## src/rtl/maze_pkg.sv

```systemverilog
// Shared maze constants, direction encoding, player FSM states and cell indexing.
// Latency: none (declarations only).
// Backpressure: not applicable.
package maze_pkg;

    localparam int MAZE_DIM   = 16;
    localparam int MAZE_CELLS = 256;

    // Same direction encoding the carver uses for its random walk.
    localparam logic [1:0] DIR_UP    = 2'b00;
    localparam logic [1:0] DIR_LEFT  = 2'b01;
    localparam logic [1:0] DIR_DOWN  = 2'b10;
    localparam logic [1:0] DIR_RIGHT = 2'b11;

    typedef logic [1:0] state_t;
    localparam state_t IDLE = 2'd0;
    localparam state_t PLAY = 2'd1;
    localparam state_t WIN  = 2'd2;

    // Bitmap index of cell (x,y): x + 16*y.
    function automatic logic [7:0] idx(input logic [3:0] x, input logic [3:0] y);
        return {y, x};
    endfunction

endpackage

```

## src/rtl/maze_debounce.sv

```systemverilog
// One button: 2-flop synchronizer, stability counter, rising-edge press pulse.
// Latency: press pulse 2+DEBOUNCE_CYCLES cycles after a stable raw rise.
// Backpressure: none; presses not consumed downstream are simply lost.
module maze_debounce #(
    parameter int DEBOUNCE_CYCLES = 500000
) (
    input  logic clk,
    input  logic rst_n,
    input  logic btn_raw_i,
    output logic press_o
);

    logic        sync1_q;
    logic        sync2_q;
    logic        level_q;
    logic        level_prev_q;
    logic [19:0] cnt_q;

    // Synchronize, then accept a new level only after it has been stable long enough.
    always_ff @(posedge clk) begin
        if (!rst_n) begin
            sync1_q      <= 1'b0;
            sync2_q      <= 1'b0;
            level_q      <= 1'b0;
            level_prev_q <= 1'b0;
            cnt_q        <= '0;
        end else begin
            sync1_q      <= btn_raw_i;
            sync2_q      <= sync1_q;
            level_prev_q <= level_q;
            if (sync2_q != level_q) begin
                if (cnt_q == 20'(DEBOUNCE_CYCLES - 1)) begin
                    level_q <= sync2_q;
                    cnt_q   <= '0;
                end else begin
                    cnt_q <= cnt_q + 20'd1;
                end
            end else begin
                cnt_q <= '0;
            end
        end
    end

    assign press_o = level_q & ~level_prev_q;

endmodule

```

## src/rtl/maze_player_ctrl.sv

```systemverilog
// Player marker FSM: debounced button moves over the carved maze, bump on illegal move, win at finish.
// Latency: press pulse -> position/bump/move_count at the next edge; win one edge after reaching finish.
// Backpressure: none; simultaneous presses resolve by priority up>left>down>right, the rest are dropped.
module maze_player_ctrl
    import maze_pkg::*;
#(
    parameter int DEBOUNCE_CYCLES = 500000,
    parameter int MOVE_CNT_W      = 10
) (
    input  logic                  clk,
    input  logic                  rst_n,
    input  logic [MAZE_CELLS-1:0] maze_data,
    input  logic                  carve_finish,
    input  logic [4:0]            maze_width,
    input  logic [4:0]            maze_height,
    input  logic [3:0]            finish_x,
    input  logic [3:0]            finish_y,
    input  logic                  btn_up,
    input  logic                  btn_left,
    input  logic                  btn_down,
    input  logic                  btn_right,
    output logic [3:0]            player_x,
    output logic [3:0]            player_y,
    output logic                  playing,
    output logic                  won,
    output logic                  bump,
    output logic [MOVE_CNT_W-1:0] move_count
);

    logic press_up, press_left, press_down, press_right;

    maze_debounce #(.DEBOUNCE_CYCLES(DEBOUNCE_CYCLES)) u_db_up (
        .clk(clk), .rst_n(rst_n), .btn_raw_i(btn_up), .press_o(press_up));
    maze_debounce #(.DEBOUNCE_CYCLES(DEBOUNCE_CYCLES)) u_db_left (
        .clk(clk), .rst_n(rst_n), .btn_raw_i(btn_left), .press_o(press_left));
    maze_debounce #(.DEBOUNCE_CYCLES(DEBOUNCE_CYCLES)) u_db_down (
        .clk(clk), .rst_n(rst_n), .btn_raw_i(btn_down), .press_o(press_down));
    maze_debounce #(.DEBOUNCE_CYCLES(DEBOUNCE_CYCLES)) u_db_right (
        .clk(clk), .rst_n(rst_n), .btn_raw_i(btn_right), .press_o(press_right));

    state_t                state_q, state_d;
    logic [3:0]            px_q, px_d, py_q, py_d;
    logic [MOVE_CNT_W-1:0] mc_q, mc_d;
    logic                  bump_q, bump_d;
    logic                  playing_q, won_q;
    logic                  cf_q, cf_prev_q;

    // The carve_finish history resets high so a flag already high at reset release
    // is not mistaken for a rise; a low flag just yields a harmless fall in IDLE.
    logic cf_rise, cf_fall;
    assign cf_rise = cf_q & ~cf_prev_q;
    assign cf_fall = ~cf_q & cf_prev_q;

    logic       any_press;
    logic [1:0] dir;
    logic [3:0] tx, ty;
    logic       in_bounds;
    logic       move_ok;
    logic [4:0] x5, y5;

    assign any_press = press_up | press_left | press_down | press_right;
    assign x5        = {1'b0, px_q};
    assign y5        = {1'b0, py_q};

    // Pick the winning direction and check bounds (5-bit, no wrap) and the target cell.
    always_comb begin
        dir       = press_up   ? DIR_UP   :
                    press_left ? DIR_LEFT :
                    press_down ? DIR_DOWN : DIR_RIGHT;
        tx        = px_q;
        ty        = py_q;
        in_bounds = 1'b0;
        case (dir)
            DIR_UP: begin
                in_bounds = (py_q != 4'd0);
                ty        = py_q - 4'd1;
            end
            DIR_LEFT: begin
                in_bounds = (px_q != 4'd0);
                tx        = px_q - 4'd1;
            end
            DIR_DOWN: begin
                in_bounds = ((y5 + 5'd1) < maze_height);
                ty        = py_q + 4'd1;
            end
            default: begin
                in_bounds = ((x5 + 5'd1) < maze_width);
                tx        = px_q + 4'd1;
            end
        endcase
        move_ok = in_bounds && maze_data[idx(tx, ty)];
    end

    // Game FSM; a carve_finish fall overrides everything, including a same-cycle move.
    always_comb begin
        state_d = state_q;
        px_d    = px_q;
        py_d    = py_q;
        mc_d    = mc_q;
        bump_d  = 1'b0;
        if (cf_fall) begin
            state_d = IDLE;
            px_d    = 4'd0;
            py_d    = 4'd0;
        end else begin
            case (state_q)
                IDLE: begin
                    if (cf_rise) begin
                        state_d = PLAY;
                        px_d    = 4'd0;
                        py_d    = 4'd0;
                        mc_d    = '0;
                    end
                end
                PLAY: begin
                    if (px_q == finish_x && py_q == finish_y) begin
                        state_d = WIN;
                    end else if (any_press) begin
                        if (move_ok) begin
                            px_d = tx;
                            py_d = ty;
                            if (!(&mc_q)) begin
                                mc_d = mc_q + MOVE_CNT_W'(1);
                            end
                        end else begin
                            bump_d = 1'b1;
                        end
                    end
                end
                WIN: begin
                    state_d = WIN;
                end
                default: begin
                    state_d = IDLE;
                end
            endcase
        end
    end

    // State, position and registered status outputs.
    always_ff @(posedge clk) begin
        if (!rst_n) begin
            state_q   <= IDLE;
            px_q      <= 4'd0;
            py_q      <= 4'd0;
            mc_q      <= '0;
            bump_q    <= 1'b0;
            playing_q <= 1'b0;
            won_q     <= 1'b0;
            cf_q      <= 1'b1;
            cf_prev_q <= 1'b1;
        end else begin
            state_q   <= state_d;
            px_q      <= px_d;
            py_q      <= py_d;
            mc_q      <= mc_d;
            bump_q    <= bump_d;
            playing_q <= (state_d == PLAY);
            won_q     <= (state_d == WIN);
            cf_q      <= carve_finish;
            cf_prev_q <= cf_q;
        end
    end

    assign player_x   = px_q;
    assign player_y   = py_q;
    assign playing    = playing_q;
    assign won        = won_q;
    assign bump       = bump_q;
    assign move_count = mc_q;

endmodule

```

## config.mk

```make
export PLATFORM = sky130hd
export DESIGN_NAME = maze_player_ctrl
export DESIGN_NICKNAME = d
export VERILOG_FILES = /design/src/rtl/maze_pkg.sv /design/src/rtl/maze_debounce.sv /design/src/rtl/maze_player_ctrl.sv
export SDC_FILE = /design/constraint.sdc
export NUM_CORES = 1
export LEC_CHECK = 0
export BUFFER_PORTS_ARGS = -buffer_cell sky130_fd_sc_hd__buf_2
export CELL_PAD_IN_SITES_DETAIL_PLACEMENT = 1
export CELL_PAD_IN_SITES_GLOBAL_PLACEMENT = 2
export CORE_MARGIN = 5
export CORE_UTILIZATION = 29
export DETAILED_ROUTE_END_ITERATION = 8
export GPL_ROUTABILITY_DRIVEN = 0
export PLACE_DENSITY = 0.86
export SLEW_MARGIN = 20
export SYNTH_ARGS = -nofsm -noshare
export SYNTH_HDL_FRONTEND = slang
export SYNTH_SLANG_ARGS = --single-unit
```

## constraint.sdc

```tcl
create_clock -name clk -period 4.3 [get_ports clk]
set_input_delay 0.43 -clock clk [delete_from_list [all_inputs] [get_ports clk]]
set_output_delay 0.43 -clock clk [all_outputs]
set_load 0.005 [all_outputs]
```

======== After elaboration in Yosys (flattened, before gate mapping) ========
Cells that the tools add are included.
Widths: inputs -> output; s select.
operators by class
  add/sub/neg operators ................... 11
  order comparisons ....................... 3
  equality and inequality tests ........... 21
  multiplexer cells ....................... 28
  bitwise gates (word level) .............. 23
  reduce and logical (&&, ||, !) cells .... 21
operator list
  operator               count
  $add 20x1->20 const B  4
  $eq 20x19->1 const B   4
  $mux 10                5
  $pmux 4 s2             4
  $mux 4                 7
  $pmux 10 s2            1
  $not 1->1              14
  $reduce_or 3->1        4
  $add 10x1->10 const B  1
  $add 4x1->5 const B    2
  $lt 5x5->1             2
  $mux 2                 5
  $ne 2x2->1 const B     5
  $reduce_and 10->1      1
  $lt 8x9->1 const B     1
  $add 4x1->4 const B    2
  $bmux 1 s8             1
  $eq 4x4->1             2
  $reduce_and 2->1       4
  $reduce_bool 4->1      2
  $sub 4x1->4 const B    2
  $reduce_and 7->1       1
  $and 1x1->1            6
  $eq 2x1->1 const B     3
  12 further kinds       24
word-level totals
  register bits ........................... 121
  output and inout port bits .............. 21

======== Logic depth before layout (Yosys ltp) ========
Gate-level depths: netlist of run 1.
  word-level depth ........................ 15
  mapped depth ............................ 22
  gate-level depth less buffers ........... 15

======== Hierarchy ========
Synthesis of run 1 repeated with hierarchy kept, for this count alone.
second synthesis, totals
  cell total of the unflattened synthesis .. 1262
  area total of the unflattened synthesis .. 10596.4 µm²
by module, submodules not included
  module            times used  cells an instance  area an instance (µm²)  sequential area each (µm²)
  maze_player_ctrl  1           778                6197.2                  500.5
  maze_debounce     4           121                1099.8                  480.5

======== Least setup slack after synthesis of run 1 ========
No wires, ideal clock.
  kind .................................... register to register
  start point ............................. register px_q[1], in the netlist player_x[1]
  end point ............................... register mc_q[3], in the netlist move_count[3]
  data arrival time ....................... 4.453 ns
  data required time ...................... 4.226 ns
  slack ................................... -0.227 ns
  cell stages (with the launch flop) ...... 20
  period minus slack after synthesis ...... 4.527 ns
  path through ............................ dfxtp_1 -> buf_4 -> buf_4 -> buf_2 -> buf_2 -> inv_1 -> xnor2_1 -> ha_1 -> buf_2 -> buf_4 -> buf_4 -> buf_2 -> mux2i_1 -> mux4_2 -> mux2i_1 -> nor2_1 -> nor4b_4 -> o31ai_2 -> or4_1 -> a31oi_1
on the way
  cells in the longest elaborated chain, start to end .. 7
ends and longest elaborated chain
  item                                        line                                            text
  start: declaration                          maze_player_ctrl.sv:42                          logic [3:0] px_q, px_d, py_q, py_d;
  start signal: assignment                    maze_player_ctrl.sv:154                         px_q <= px_d;
  $add 4x1->4 or $sub 4x1->4 (tied branches)  maze_player_ctrl.sv:88, maze_player_ctrl.sv:80
  $pmux 4 s2                                  maze_player_ctrl.sv:73                          case (dir)
  $bmux 1 s8                                  maze_player_ctrl.sv:91                          move_ok = in_bounds && maze_data[idx(tx, ty)];
  $mux 1 (implied by the code)                maze_player_ctrl.sv:91
  $logic_and 1x1->1                           maze_player_ctrl.sv:91
  $ne 2x2->1 (no line)                        --
  $reduce_and 7->1 (no line) (*)              --
  end signal: assignment                      maze_player_ctrl.sv:156                         mc_q <= mc_d;
  end: declaration                            maze_player_ctrl.sv:43                          logic [MOVE_CNT_W-1:0] mc_q, mc_d;
Mark *: on every way between the ends. The rest lies on a longest branch, timed or not. The select of a mux whose other input is x is not followed.
A chain may end at the register's enable or synchronous reset.

======== Worst setup path in the final report of run 1 ========
  start point ............................. register u_db_down.level_q
  end point ............................... register mc_q[4], in the netlist move_count[4]
on the way
  cells in the longest elaborated chain, start to end .. 12
ends and longest elaborated chain
  item                                           line                    text
  start: declaration                             maze_debounce.sv:15     logic level_q;
  start signal: assignment                       maze_debounce.sv:33     level_q <= sync2_q;
  $and 1x1->1 (*)                                maze_debounce.sv:44     assign press_o = level_q & ~level_prev_q;
  $mux 1                                         maze_player_ctrl.sv:69  press_down ? DIR_DOWN : DIR_RIGHT;
  $mux 2                                         maze_player_ctrl.sv:68  press_left ? DIR_LEFT :
  $mux 2                                         maze_player_ctrl.sv:67  dir = press_up ? DIR_UP :
  $eq 2x2->1 or $logic_not 2->1 (tied branches)  maze_player_ctrl.sv:73
  $reduce_or 2->1 (no line)                      --
  $pmux 4 s2                                     maze_player_ctrl.sv:73
  $bmux 1 s8                                     maze_player_ctrl.sv:91
  $mux 1 (implied by the code)                   maze_player_ctrl.sv:91
  $logic_and 1x1->1                              maze_player_ctrl.sv:91
  $ne 2x2->1 (no line)                           --
  $reduce_and 7->1 (no line) (*)                 --
Marked as above.

==> impl_metrics.py, run 1 <==
metrics = {
    "final_layout": {
        "nets": 1717,
        "area_growth_pct": 27.2,
        "most-common-layout-cells": "buf_2, dfxtp_1, nor2_1",
        "seqCellArea_mm2": 0.00243,
        "final_common_cell": "buf_2",
        "fillers": 4249,
        "fin_cells": 1900,
        "drive_gt1_frac": 0.372,
        "multiInputGateArea_mm2": 0.00773,
    },
    "critical_path": {
        "crit_family": "compound AO/OA/AOI/OAI gates",
        "reg2reg_setup_slack_ns": 0.19,
        "max_stage_delay_ns": 0.50,
        "crit_path_end_kind": "register",
        "worstPathMaxFanout": 7,
        "critical_path_arrival_ns": 4.45,
        "crit_buf_inv": 2,
        "reg2reg_depth": 15,
        "crit_slowest_cell": "or4_1",
        "critPathLaunchType": "register",
        "critical_path_class": "reg2reg",
        "path_common_cell": "buf_4",
        "path_depth": 15,
        "cp.required_ns": 4.64,
        "path_cells": "nor2b_1 > nand3_1 > ha_1 > a21o_1 > a21oi_1 > mux2i_2 > xor2_2 > buf_4 > o21bai_1 > or4_1 > o21ai_4 > o31ai_4 > buf_4 > a211oi_2 > mux2i_1",
    },
    "routing": {
        "wirelength_mm": 40.2,
        "drtPass1Iterations": 5,
        "drcViolationCount": 0,
        "post_drt_wl_per_cell_um": 21.2,
        "vias": 10300,
        "drtIter0Drc": 493,
        "ant_nets": 0,
        "via_per_inst": 5.43,
    },
    "timing": {
        "fmax_mhz": 243,
        "setup_total_negative_slack_ns": 0,
        "max_slew.worst_pin.slew_ns": 0.904,
        "fin_crit_sh": 0.955,
        "slew_viol_final": 0,
        "hold_viol_final": 0,
        "period_needed_ns": 4.11,
        "fin_skew_ns": 0.00791,
        "finalSetupViolations": 0,
        "rsz0062_at_grt": "yes",
        "slew_headroom": 0.397,
    },
    "synth": {
        "synth_edf_count": 0,
        "synth.avg_cell_area_um2": 9.46,
        "synthTopCellsByArea": "dfxtp_1, mux4_2, mux2i_1",
        "syn-cell-area_mm2": 0.0106,
        "synth_area_leader_cell": "dfxtp_1",
        "synth_ff_type": "dfxtp_1",
        "syn_nets": 1420,
        "synth_top_area_share": 0.229,
        "synthCells": 1118,
        "synthArstFlopShare": 0,
        "yosysSeqAreaShare": 0.229,
        "yosys_warnings": 0,
        "synth_cell_types": 75,
        "ys_ff_latch": 121,
    },
    "placement": {
        "io_buffers": 301,
        "dp_hpwl_mm": 32.7,
        "numPlacedInstances": 1857,
    },
    "floorplanning": {
        "dieArea_mm2": 0.0404,
        "die_h_um": 201,
        "start_util": 0.291,
        "die_x_um": 201,
        "io-pin-count": 302,
        "core_mm2": 0.0363,
        "placementRows": 70,
    },
    "min_path": {
        "hold_path.class": "in2reg",
        "holdPathStages": 2,
    },
    "clock_tree": {
        "clock_latency_ns": 0.42,
        "cts-root-buf": "clkbuf_16",
        "cts_buffer_depth": 2,
        "clkSinkCount": 121,
        "cts_tree": "yes",
        "clkTransAtPathRegs_ns": 0.06,
        "cts_made_buffers": 17,
        "h-tree-depth": 4,
    },
    "global_routing": {
        "grt_pass1_vias": 11400,
        "antenna_found_initial": 5,
        "grt_use_total": 0.195,
        "overflow": 0,
        "grt_max_degree": 64,
        "grt_pass1_wl_mm": 62.7,
    },
    "power": {
        "switching_power_mw": 0.752,
        "worst_ir_drop_vdd_v": 0.000289,
        "p_sw_frac": 0.255,
        "p_int_mw": 2.20,
        "p_per_area_mw_per_mm2": 219,
        "seqPwrFrac": 0.384,
        "clockPowerShare": 0.486,
        "p_leak_nw": 4.91,
        "combPwrFrac": 0.131,
    },
    "status": {
        "outcome": "completed",
    },
    "run": {
        "drv_cap": 0,
    },
}
-- layout make-up --
cell class / instances / area share
Timing Repair Buffer: 357 / 0.149
Clock buffer: 17 / 0.0316
Sequential cell: 121 / 0.181
Clock inverter: 15 / 0.0124
Tap cell: 468 / 0.0435
Antenna cell: 4 / 0.000744
Multi-Input combinational cell: 891 / 0.575
Inverter: 27 / 0.00753
-- metrics by stage --
stage	area [um2]	hold slack [ns]	power (mW)	utilization	worst slack [ns]
5_1_grt	13400	0.247	3.08	0.370	-0.0452
2_1_floorplan	10600	0.412	1.32	-	0.0615
3_5_place_dp	12700	0.420	1.54	0.351	0.111
6_report	13500	0.252	2.95	0.370	0.192
3_3_place_gp	12700	0.426	1.53	0.351	0.249
4_1_cts	13300	0.241	2.99	0.367	0.0877
-- metal layers --
| layer | vias to the layer above | wire length [um] | track usage |
|---|---|---|---|
| met5 | - | 34 | 0 |
| met4 | 6 | 1450 | 0.0760 |
| met3 | 69 | 2180 | 0.0477 |
| met2 | 330 | 20400 | 0.347 |
| met1 | 5099 | 16100 | 0.224 |
| li1 | 4821 | - | - |
-- cell families (layout without fill, tap and decap cells) --
kind of cell | count (synthesis) | in the layout | synth area share
flops | 121 | 121 | 0.229
compound gates | 152 | 152 | 0.100
fa+ha+maj | 21 | 21 | 0.0256
buf+inv | 106 | 416 | 0.0479
other cells | 0 | 4 | 0
simple gates | 420 | 420 | 0.199
xor+xnor | 85 | 85 | 0.0704
mux | 213 | 213 | 0.327
-- cells in the mapped netlist (16+ instances only) --
master,n
mux2i_1,103
nand2_1,96
ha_1,20
a211oi_1,16
and3_1,21
a21oi_1,36
inv_1,26
xor2_1,49
xnor2_1,36
nor2_1,114
dfxtp_1,121
clkbuf_1,23
mux4_2,106
o21ai_0,25
nand3_1,61
buf_2,39
nand4_1,26
-- flip-flops by register name (all words and copies together), names as in the netlist, 2 cells and up --
signal / count
u_db_down.cnt_q: 20
player_y: 4
u_db_up.cnt_q: 20
move_count: 10
u_db_left.cnt_q: 20
state_q: 2
player_x: 4
u_db_right.cnt_q: 20
-- what timing repair did --
item,in CTS,in global routing
hold buffers,0,0
buffers inserted,0,7
endpoints found under the hold margin,0,0
pin swaps,0,1
endpoints found under the setup margin,5,13
gates resized for setup,1,7
-- power groups by stage --
stage	combinational, mW	sequential, mW	clock, mW
6_report	0.385	1.13	1.43
5_1_grt	0.418	1.13	1.53
2_1_floorplan	0.164	1.16	0
4_1_cts	0.385	1.13	1.47
3_3_place_gp	0.371	1.16	0
3_5_place_dp	0.383	1.16	0
-- worst reg2reg max path, delay by kind of cell (launching register included) --
family	cells	cell delay (ns)
AO/OA/AOI/OAI	6	1.22
XOR/XNOR	1	0.15
adder cells (fa/ha/maj)	1	0.33
buffers and inverters	2	0.44
flip-flops	1	0.42
multiplexers	2	0.51
AND/OR/NAND/NOR	3	0.95
-- final timing paths --
check                                       from                      endpoint
setup / recovery  u_db_down.level_q$_SDFFE_PN0P_    move_count[4]$_SDFFE_PN0P_
hold / removal                          btn_down  u_db_down.sync1_q$_SDFF_PN0_
hold reg to reg       u_db_up.sync1_q$_SDFF_PN0_    u_db_up.sync2_q$_SDFF_PN0_
setup reg to reg  u_db_down.level_q$_SDFFE_PN0P_    move_count[4]$_SDFFE_PN0P_
(Power assumes the default switching activity.)
==> run 2: changes to the inputs <==
--- a/config.mk
+++ b/config.mk
@@ -9,11 +9,13 @@
 export CELL_PAD_IN_SITES_DETAIL_PLACEMENT = 1
 export CELL_PAD_IN_SITES_GLOBAL_PLACEMENT = 2
 export CORE_MARGIN = 5
-export CORE_UTILIZATION = 29
+export CORE_UTILIZATION = 28
 export DETAILED_ROUTE_END_ITERATION = 8
 export GPL_ROUTABILITY_DRIVEN = 0
 export PLACE_DENSITY = 0.86
+export RECOVER_POWER = 100
 export SLEW_MARGIN = 20
 export SYNTH_ARGS = -nofsm -noshare
 export SYNTH_HDL_FRONTEND = slang
+export SYNTH_HIERARCHICAL = 1
 export SYNTH_SLANG_ARGS = --single-unit
==> run 2 against run 1 <==
Compared with the run above:
- the flow now finishes with violations (capacitance limit, slew limit)
- critical path depth decreased by 1
- wire length is 16% higher
- sequential power barely moved
- clock power about the same
- sequential share of layout area is 0.28 points higher
- worst setup slack got worse by 0.038 ns
- register-to-register slack worse by 0.04 ns
- critical endpoint is now move_count[1]$_SDFFE_PN0P_
==> impl_metrics.py, run 2 <==
metrics = {
    "status": {
        "outcome": "finished with violations",
        "violations": "capacitance limit, slew limit",
    },
    "clock_tree": {
        "cts_buffer_depth": 2,
        "cts_tree": "yes",
        "cts-root-buf": "clkbuf_16",
        "h-tree-depth": 4,
        "cts_setup_buffers": 0,
        "clkSinkCount": 121,
        "cts_hold_buf": 0,
        "clkTransAtPathRegs_ns": 0.06,
        "cts_made_buffers": 17,
        "clock_latency_ns": 0.42,
    },
    "final_layout": {
        "fillers": 4539,
        "area_growth_pct": 24.9,
        "final_common_cell": "buf_2",
        "nets": 1834,
        "drive_gt1_frac": 0.302,
        "fin_util": 0.353,
        "most-common-layout-cells": "buf_2, dfxtp_1, nor2_1",
    },
    "synth": {
        "synth_ff_type": "dfxtp_1",
        "synthTopCellsByCount": "dfxtp_1, nor2_1, mux2i_1, xnor2_1",
        "synth_top_area_share": 0.229,
        "synth.avg_cell_area_um2": 8.40,
        "synthTopCellsByArea": "dfxtp_1, mux2i_1, xnor2_1",
        "yosys_warnings": 6,
        "synth_edf_count": 0,
        "synth_area_leader_cell": "dfxtp_1",
        "syn_nets": 1564,
        "ys_ff_latch": 121,
        "yosysSeqAreaShare": 0.229,
        "synthArstFlopShare": 0,
        "syn-cell-area_mm2": 0.0106,
        "synth.most_common_cell": "dfxtp_1",
        "synthCells": 1262,
        "synth_cell_types": 80,
    },
    "critical_path": {
        "path_common_cell": "mux2i_1",
        "path_cells": "nor2b_1 > nand2b_1 > xnor2_1 > ha_2 > buf_12 > mux2i_1 > mux4_2 > nor2_1 > a311oi_1 > nor3_1 > a32oi_2 > a2111o_1 > nand3_1 > mux2i_1",
        "cp.required_ns": 4.65,
        "worstPathMaxFanout": 36,
        "timing.rr.start": "u_db_left/level_q$_SDFFE_PN0P_",
        "crit_slowest_cell": "a2111o_1",
        "critical_path_arrival_ns": 4.50,
        "max_stage_delay_ns": 0.56,
        "reg2reg_setup_slack_ns": 0.15,
        "crit_path_end_kind": "register",
        "r2r_end": "move_count[1]$_SDFFE_PN0P_",
        "critical_path_class": "reg2reg",
        "critPathLaunchType": "register",
        "reg2reg_depth": 14,
    },
    "timing": {
        "max_slew.worst_pin.slew_ns": 2.17,
        "whs_ns": 0.190,
        "fin_skew_ns": 0.00687,
        "fin_crit_sh": 0.964,
        "finalSetupViolations": 0,
        "setup_total_negative_slack_ns": 0,
        "slew_headroom": -0.463,
        "period_needed_ns": 4.15,
        "hold_viol_final": 0,
        "slew_viol_final": 114,
        "fmax_mhz": 241,
    },
    "power": {
        "p_per_area_mw_per_mm2": 217,
        "clockPowerShare": 0.487,
        "switching_power_mw": 0.732,
        "seqPwrFrac": 0.395,
        "p_int_mw": 2.14,
        "p_leak_nw": 4.56,
        "finalPower_mw": 2.87,
        "worst_ir_drop_vdd_v": 0.000252,
        "p_sw_frac": 0.255,
        "combPwrFrac": 0.118,
    },
    "routing": {
        "maxUsedRoutingLayer": "met5",
        "wl_met3_mm": 2.64,
        "drtIter0Drc": 601,
        "vias": 11700,
        "met1Wirelength_mm": 19.7,
        "dr_wl_met2_mm": 22.9,
        "ant_nets": 0,
        "post_drt_wl_per_cell_um": 22.7,
        "wirelength_mm": 46.7,
        "via_per_inst": 5.70,
        "drtPass1Iterations": 5,
        "drcViolationCount": 0,
    },
    "min_path": {
        "worstHoldStart": "carve_finish",
        "hold_path.class": "in2reg",
        "holdPathStages": 2,
        "hold_path_end": "cf_q$_SDFF_PN1_",
    },
    "global_routing": {
        "overflow": 0,
        "grt_max_degree": 95,
        "antenna_found_initial": 6,
        "grt_use_total": 0.211,
        "grt_pass1_wl_mm": 70.2,
        "grt_pass1_vias": 12100,
    },
    "floorplanning": {
        "dieArea_mm2": 0.0418,
        "die_x_um": 205,
        "core_mm2": 0.0375,
        "die_h_um": 205,
        "io-pin-count": 302,
        "placementRows": 71,
        "start_util": 0.283,
    },
    "run": {
        "drv_cap": 5,
    },
    "placement": {
        "io_buffers": 301,
        "dp_hpwl_mm": 36.7,
    },
}
==> run 2: cell count changes in the layout (fill, tap and decap cells not counted), moves of 19 or more <==
cell | previous run | this run
o21ai_0 | 25 | 51
nand2_1 | 96 | 64
mux4_2 | 106 | 24
nor4_1 | 7 | 32
o221ai_1 | 0 | 65
xnor2_1 | 36 | 69
mux2_2 | 4 | 34
xor2_1 | 48 | 14
clkbuf_1 | 0 | 20
nor3_1 | 14 | 33
mux2i_1 | 102 | 79
nand3_1 | 61 | 42
o22ai_1 | 2 | 43
==> run 2: what timing repair did <==
| action | CTS | global route |
|---|---|---|
| setup endpoints to repair | 13 | 19 |
| resized for setup | 1 | 13 |
| pin swaps | 0 | 5 |
| cloned | 0 | 1 |
==> run 2: critical path, delay by kind of cell (launching register included) <==
| kind | cells | cell delay [ns] |
|---|---|---|
| AO/OA/AOI/OAI | 3 | 0.84 |
| AND/OR/NAND/NOR | 5 | 1.18 |
| flip-flops | 1 | 0.36 |
| buffers and inverters | 1 | 0.27 |
| adder cells (fa/ha/maj) | 1 | 0.40 |
| XOR/XNOR | 1 | 0.15 |
| multiplexers | 3 | 0.83 |
==> run 2: stage by stage <==
step	cell area [um2]	instances	worst slack [ns]
global placement	12700	2022	-0.251
CTS	13200	2054	0.0209
finish	13200	2057	0.153
global route	13200	2056	-0.00141
floorplan	10600	1262	0.440
detailed placement	12700	2022	-0.260
==> run 2: logic make-up (layout without fill, tap and decap cells) <==
group,Yosys count,in the layout,synth area share
DFF,121,121,0.229
xor gates and xnor gates,83,83,0.0686
adders and majority gates,21,21,0.0255
buffers and inverters,135,417,0.0589
and+or+nand+nor,428,428,0.223
muxes,137,137,0.162
other,0,1,0
AOI/OAI and AO/OA,337,338,0.234
==> run 2: worst max path at each step <==
stage                                              start                    endpoint  slack [ns]  cells after the start
after CTS                   u_db_up/level_q$_SDFFE_PN0P_  move_count[4]$_SDFFE_PN0P_        0.02                     16
after floorplan                 player_x[1]$_SDFFE_PP0P_  move_count[5]$_SDFFE_PN0P_        0.44                     16
after global placement    u_db_left/level_q$_SDFFE_PN0P_  move_count[2]$_SDFFE_PN0P_       -0.25                     14
after detailed placement    u_db_up/level_q$_SDFFE_PN0P_  move_count[2]$_SDFFE_PN0P_       -0.26                     14
after global routing      u_db_left/level_q$_SDFFE_PN0P_  move_count[4]$_SDFFE_PN0P_      -0.001                     14
final                     u_db_left/level_q$_SDFFE_PN0P_  move_count[1]$_SDFFE_PN0P_        0.15                     14
==> run 2: final cells by class <==
| type | instances | area, um2 | area share |
|---|---|---|---|
| Timing Repair Buffer | 342 | 1830 | 0.139 |
| Inverter | 43 | 161 | 0.0122 |
| Antenna cell | 1 | 2.50 | 0.000189 |
| Clock inverter | 13 | 119 | 0.00898 |
| Multi-Input combinational cell | 1007 | 7590 | 0.573 |
| Clock buffer | 19 | 464 | 0.0351 |
| Tap cell | 511 | 639 | 0.0483 |
| Sequential cell | 121 | 2430 | 0.183 |
==> run 2: power groups by stage <==
| stage | Clock, mW | Combinational (mW) | Sequential, mW |
|---|---|---|---|
| after floorplan | 0 | 0.120 | 1.16 |
| after global placement | 0 | 0.330 | 1.16 |
| after CTS | 1.43 | 0.339 | 1.13 |
| after global routing | 1.48 | 0.365 | 1.13 |
| final | 1.40 | 0.340 | 1.13 |
| after detailed placement | 0 | 0.336 | 1.16 |
==> run 2: per-layer routing <==
layer | GRT usage | vias to the layer above
met5 | 0 | -
met4 | 0.0668 | 4
met3 | 0.0320 | 73
met2 | 0.371 | 449
met1 | 0.266 | 5769
li1 | - | 5425
